### src/rtl/riscv_m_pkg.sv
// Constants and state encoding shared by the RV32M multiplier and divider.
// Both units use the same four-state handshake sequence.
package riscv_m_pkg;

    localparam logic [31:0] DIV_BY_ZERO_Q = 32'hFFFF_FFFF;
    localparam logic [31:0] INT32_MIN     = 32'h8000_0000;
    localparam logic [31:0] NEG_ONE       = 32'hFFFF_FFFF;

    localparam logic [1:0] ST_START    = 2'b00;
    localparam logic [1:0] ST_DIV      = 2'b01;
    localparam logic [1:0] ST_FINALIZE = 2'b10;
    localparam logic [1:0] ST_DONE     = 2'b11;

    typedef enum logic [1:0] {
        S_START    = ST_START,
        S_DIV      = ST_DIV,
        S_FINALIZE = ST_FINALIZE,
        S_DONE     = ST_DONE
    } md_state_e;

    localparam logic [4:0] DIV_LAST_STEP = 5'd31;

    // Magnitude of a two's complement value; INT32_MIN maps to 2^31 read as unsigned.
    function automatic logic [31:0] abs_if(input logic [31:0] v, input logic en);
        return (en && v[31]) ? (~v + 32'd1) : v;
    endfunction

    function automatic logic [31:0] neg_if(input logic [31:0] v, input logic en);
        return en ? (~v + 32'd1) : v;
    endfunction

endpackage

### src/rtl/divider_step.sv
// One restoring shift-subtract step: shift the next dividend bit into the
// partial remainder and keep the difference only when it does not go negative.
module divider_step (
    input  logic [31:0] rem_i,
    input  logic        dvd_msb_i,
    input  logic [31:0] dvs_i,
    output logic [31:0] rem_o,
    output logic        q_bit_o
);

    logic [32:0] shifted;
    logic [32:0] trial;

    assign shifted = {rem_i, dvd_msb_i};
    assign trial   = shifted - {1'b0, dvs_i};

    // The partial remainder stays below the divisor, so a kept result fits in 32 bits.
    assign q_bit_o = ~trial[32];
    assign rem_o   = trial[32] ? shifted[31:0] : trial[31:0];

endmodule

### src/rtl/divider.sv
// Sequential RV32M divider (DIV/DIVU/REM/REMU) with a stb/cyc/ack handshake.
// One restoring step per clock; divide-by-zero and signed overflow skip the loop.
module divider
    import riscv_m_pkg::*;
(
    input  logic        clk_i,
    input  logic        rst_n_i,
    input  logic        stb_i,
    input  logic        cyc_i,
    input  logic [31:0] op_1_i,
    input  logic [31:0] op_2_i,
    input  logic        is_signed_i,
    input  logic        result_rem_i,
    output logic [31:0] result_o,
    output logic        ack_o
);

    md_state_e   state_q;
    logic        sync_ack_q;
    logic [31:0] result_q;
    logic [31:0] quo_q;
    logic [31:0] rem_q;
    logic [31:0] dvd_q;
    logic [31:0] dvs_q;
    logic [4:0]  count_q;
    logic        rem_sel_q;
    logic        neg_q_q;
    logic        neg_r_q;

    logic [31:0] step_rem;
    logic        step_q_bit;
    logic        start_req;
    logic        div_zero;
    logic        overflow;

    assign start_req = stb_i & cyc_i & ~sync_ack_q;
    assign div_zero  = (op_2_i == 32'd0);
    assign overflow  = is_signed_i & (op_1_i == INT32_MIN) & (op_2_i == NEG_ONE);

    divider_step u_step (
        .rem_i     (rem_q),
        .dvd_msb_i (dvd_q[31]),
        .dvs_i     (dvs_q),
        .rem_o     (step_rem),
        .q_bit_o   (step_q_bit)
    );

    always_ff @(posedge clk_i or negedge rst_n_i) begin
        if (!rst_n_i) begin
            state_q    <= S_START;
            sync_ack_q <= 1'b0;
            result_q   <= 32'd0;
            quo_q      <= 32'd0;
            rem_q      <= 32'd0;
            dvd_q      <= 32'd0;
            dvs_q      <= 32'd0;
            count_q    <= 5'd0;
            rem_sel_q  <= 1'b0;
            neg_q_q    <= 1'b0;
            neg_r_q    <= 1'b0;
        end else begin
            case (state_q)
                S_START: begin
                    // Ack stays up while the requester keeps stb_i high.
                    sync_ack_q <= sync_ack_q & stb_i;
                    if (start_req) begin
                        rem_sel_q <= result_rem_i;
                        neg_q_q   <= is_signed_i & (op_1_i[31] ^ op_2_i[31]);
                        neg_r_q   <= is_signed_i & op_1_i[31];
                        if (div_zero) begin
                            quo_q   <= DIV_BY_ZERO_Q;
                            rem_q   <= op_1_i;
                            state_q <= S_DONE;
                        end else if (overflow) begin
                            quo_q   <= INT32_MIN;
                            rem_q   <= 32'd0;
                            state_q <= S_DONE;
                        end else begin
                            dvd_q   <= abs_if(op_1_i, is_signed_i);
                            dvs_q   <= abs_if(op_2_i, is_signed_i);
                            rem_q   <= 32'd0;
                            quo_q   <= 32'd0;
                            count_q <= 5'd0;
                            state_q <= S_DIV;
                        end
                    end
                end
                S_DIV: begin
                    rem_q   <= step_rem;
                    quo_q   <= {quo_q[30:0], step_q_bit};
                    dvd_q   <= {dvd_q[30:0], 1'b0};
                    count_q <= count_q + 5'd1;
                    if (count_q == DIV_LAST_STEP) begin
                        state_q <= S_FINALIZE;
                    end
                end
                S_FINALIZE: begin
                    quo_q   <= neg_if(quo_q, neg_q_q);
                    rem_q   <= neg_if(rem_q, neg_r_q);
                    state_q <= S_DONE;
                end
                S_DONE: begin
                    // A request withdrawn mid-flight is dropped so no stale ack can leak.
                    if (stb_i) begin
                        result_q   <= rem_sel_q ? rem_q : quo_q;
                        sync_ack_q <= 1'b1;
                    end
                    state_q <= S_START;
                end
                default: begin
                    state_q <= S_START;
                end
            endcase
        end
    end

    assign result_o = result_q;
    assign ack_o    = sync_ack_q & stb_i;

endmodule

### config.mk
export PLATFORM = sky130hd
export DESIGN_NAME = divider
export DESIGN_NICKNAME = d
export VERILOG_FILES = /design/src/rtl/riscv_m_pkg.sv /design/src/rtl/divider_step.sv /design/src/rtl/divider.sv
export SDC_FILE = /design/constraint.sdc
export NUM_CORES = 1
export LEC_CHECK = 0
export ABC_AREA = 1
export BUFFER_PORTS_ARGS = -buffer_cell sky130_fd_sc_hd__buf_2
export CORE_MARGIN = 3
export CORE_UTILIZATION = 45
export DETAILED_ROUTE_END_ITERATION = 10
export PLACE_DENSITY_LB_ADDON = 0.08
export SYNTH_ARGS = -nofsm -noshare
export SYNTH_HDL_FRONTEND = slang
export SYNTH_SLANG_ARGS = --single-unit
### constraint.sdc
create_clock -name clk_i -period 4.3 [get_ports clk_i]
set_clock_uncertainty 0.05 [all_clocks]
set_input_delay 0.43 -clock clk_i [delete_from_list [all_inputs] [get_ports clk_i]]
set_output_delay 0.43 -clock clk_i [all_outputs]
set_load 0.01 [all_outputs]
==> flow_metrics.env <==
export IMPL_drt_iter0_drc=1741
export IMPL_synth_area_per_cell_um2=6.140
export IMPL_place_congestion=0.9898
export IMPL_post_cts_resized=0
export IMPL_worstSetupPathType="flip-flop to flip-flop"
export IMPL_synth_edf_count=0
export IMPL_hp_class="input port to asynchronous set/reset pin"
export IMPL_htree_levels=4
export IMPL_p_per_area_nw_per_um2=946.1
export IMPL_finalMaxSlewViolations=0
export IMPL_leakagePower_nw=8.324
export IMPL_numPortBuffers=102
export IMPL_cts_sinks=171
export IMPL_worstSkewPairLatency_ns=0.45
export IMPL_ctsHoldBuffers=0
export IMPL_ios=103
export IMPL_ys_warn_count=0
export IMPL_cp_end_kind="flip-flop"
export IMPL_syn_inst=2390
export IMPL_grt_max_degree=100
export IMPL_syn_nets=2504
export IMPL_ys_seq_area_share_pct=29.16
export IMPL_r2r_end="rem_q[15]"
export IMPL_die_w_um=186.6
export IMPL_max_slew_margin_pct=19.19
export IMPL_grt_pass1_vias=14790
export IMPL_start_util_pct=46.03
export IMPL_die_h_um=186.6
export IMPL_cts_tree="done"
export IMPL_final_hold_viol_count=0
export IMPL_critical_path_arrival_ns=3.70
export IMPL_placed_area_um2=15520
export IMPL_grt_pass1_wl_um=81420
export IMPL_dp_hpwl_um=39400
export IMPL_reg2regPathDepth=13
export IMPL_cts_path_max_buffers=2
export IMPL_async_reset_ff_share_pct=100.0
export IMPL_vias_per_cell=5.441
export IMPL_globalRouteOverflowTotal=0
export IMPL_cts_buffers=17
export IMPL_num_vias=15740
export IMPL_min_period_over_period_pct=79.99
export IMPL_setup_violations=0
export IMPL_diodes=0
export IMPL_r2r_setup_slack_ns=0.86
export IMPL_fmax_ghz=0.2907
export IMPL_wl_um=51020
export IMPL_mappedNetlistArea_um2=14680
export IMPL_cts_clk_slew_worst_paths_ns=0.08
export IMPL_firstDrtPassIters=5
export IMPL_design_die_area_um2=34810
export IMPL_final_area_um2=16120
export IMPL_ys_types=47
export IMPL_synthFlopType="dfrtp_1"
export IMPL_outcome="completed"
export IMPL_final_common_cell="nand2_1"
export IMPL_cp_max_fo=24
export IMPL_crit_path_start_kind="flip-flop"
export IMPL_synth_seq_cells=171
export IMPL_grt_use_total_pct=29.16
export IMPL_cap_violations=0
export IMPL_post_route_min_period_ns=3.440
export IMPL_post_cts_buffers=0
export IMPL_setup_tns_final_ns=0
export IMPL_worst_pin_slew_ns=1.211
export IMPL_rsz0062_at_grt="no"
export IMPL_drive_gt1_share_pct=9.194
export IMPL_rows=65
export IMPL_ant_nets=0
export IMPL_fillCellCount=3470
export IMPL_vdd_drop_max_v=0.0004520
export IMPL_drcViolationCount=0
export IMPL_core_area_um2=31880
export IMPL_most_common_layout_cells="nand2_1 (735), inv_1 (329), nor2_1 (238), a21oi_1 (219), nand3_1 (175)"
export IMPL_nets=2559
export IMPL_cts_root_buf="clkbuf_16"
export IMPL_syn2layout_area_growth_pct=9.831
export IMPL_worstReg2RegStart="rem_q[28]"
export IMPL_antenna_found_initial=1
export IMPL_critPathRequiredTime_ns=4.56
export IMPL_avgRoutedWirePerCell_um=17.64
-- where the power goes --
group | switching [mW] | internal, mW
logic | 7.16 | 3.22
registers | 0.878 | 2.43
clock network | 0.757 | 0.809
total | 8.80 | 6.45
-- metal layers --
layer	vias up	GRT usage, %	wire, um
met2	626	44.55	21780
met3	67	3.663	3861
met4	2	7.386	1151
met1	7280	43.76	24220
li1	7765	-	-
met5	-	0	7
-- synth_stat cells, types with 16 or more instances --
library cell | instances | area, um^2
nand2_1 | 735 | 2759
nand4_1 | 36 | 225.2
nand3_1 | 175 | 875.8
o21ai_0 | 115 | 575.6
nor2_1 | 238 | 893.4
ha_1 | 43 | 538.0
dfrtp_1 | 171 | 4279
or2_2 | 16 | 100.1
buf_2 | 16 | 80.08
inv_1 | 330 | 1239
nor3_1 | 28 | 140.1
a21oi_2 | 24 | 210.2
clkbuf_1 | 49 | 183.9
xor2_1 | 50 | 437.9
a21oi_1 | 220 | 1101
o22ai_1 | 16 | 100.1
-- worst max-delay path by stage --
stage | start | endpoint | slack (ns)
final | rem_q[28] | rem_q[15] | 0.86
after global routing | rem_q[0] | rem_q[23] | 0.64
after CTS | rem_q[0] | rem_q[15] | 0.96
after detailed placement | dvs_q[0] | rem_q[15] | 0.99
after global placement | dvs_q[0] | rem_q[15] | 0.98
after floorplan | dvs_q[0] | rem_q[10] | 1.89
-- worst max-delay path: stages, from the launching register on --
cell and delay, ns:
dfrtp_1 0.54, ha_1 0.47, nand2_1 0.11, a21oi_1 0.06
nor2_1 0.20, nand2_1 0.13, a21oi_2 0.23, nand3_2 0.41
nand2_2 0.57, nand2_1 0.15, nand3_1 0.15, nand2_1 0.07
nand2_1 0.06, a21oi_1 0.07
-- cell type report --
type | count | area (um^2) | area share [%]
clock buffers | 19 | 452.9 | 2.810
clock inverters | 13 | 145.1 | 0.9005
inverters | 337 | 1265 | 7.848
multi-input cells | 1801 | 8790 | 54.53
flip-flops and latches | 171 | 4279 | 26.55
well taps | 435 | 544.3 | 3.377
repair buffers | 117 | 641.9 | 3.982
-- metrics by stage --
step           setup slack [ns]  total power, mW  cells  hold WS, ns  util, %
3_3_place_gp             0.9794            13.43   2861       0.4044    48.68
5_1_grt                  0.6412            16.80   2893       0.1296    50.56
3_5_place_dp             0.9910            13.52   2861       0.4095    48.68
2_1_floorplan             1.893            10.45   2390      0.08441        -
6_report                 0.8602            15.25   2893      0.06453    50.56
4_1_cts                  0.9640            15.14   2893      0.09352    50.56
-- logic make-up after synthesis --
logic type      share of synthesized area (%)
compound gates                          15.06
xor+xnor                                3.760
fa+ha+maj                               3.803
buf+inv                                 11.03
flops                                   29.16
simple gates                            37.19
-- flip-flops by register name, summed over array words and instances, names as in the netlist --
register and cells:
neg_q_q 1, state_q 2, rem_q 32, sync_ack_q 1, dvd_q 32, result_o 32
neg_r_q 1, dvs_q 32, count_q 5, quo_q 32, rem_sel_q 1
Note: power is estimated with default switching activity, not from simulation.
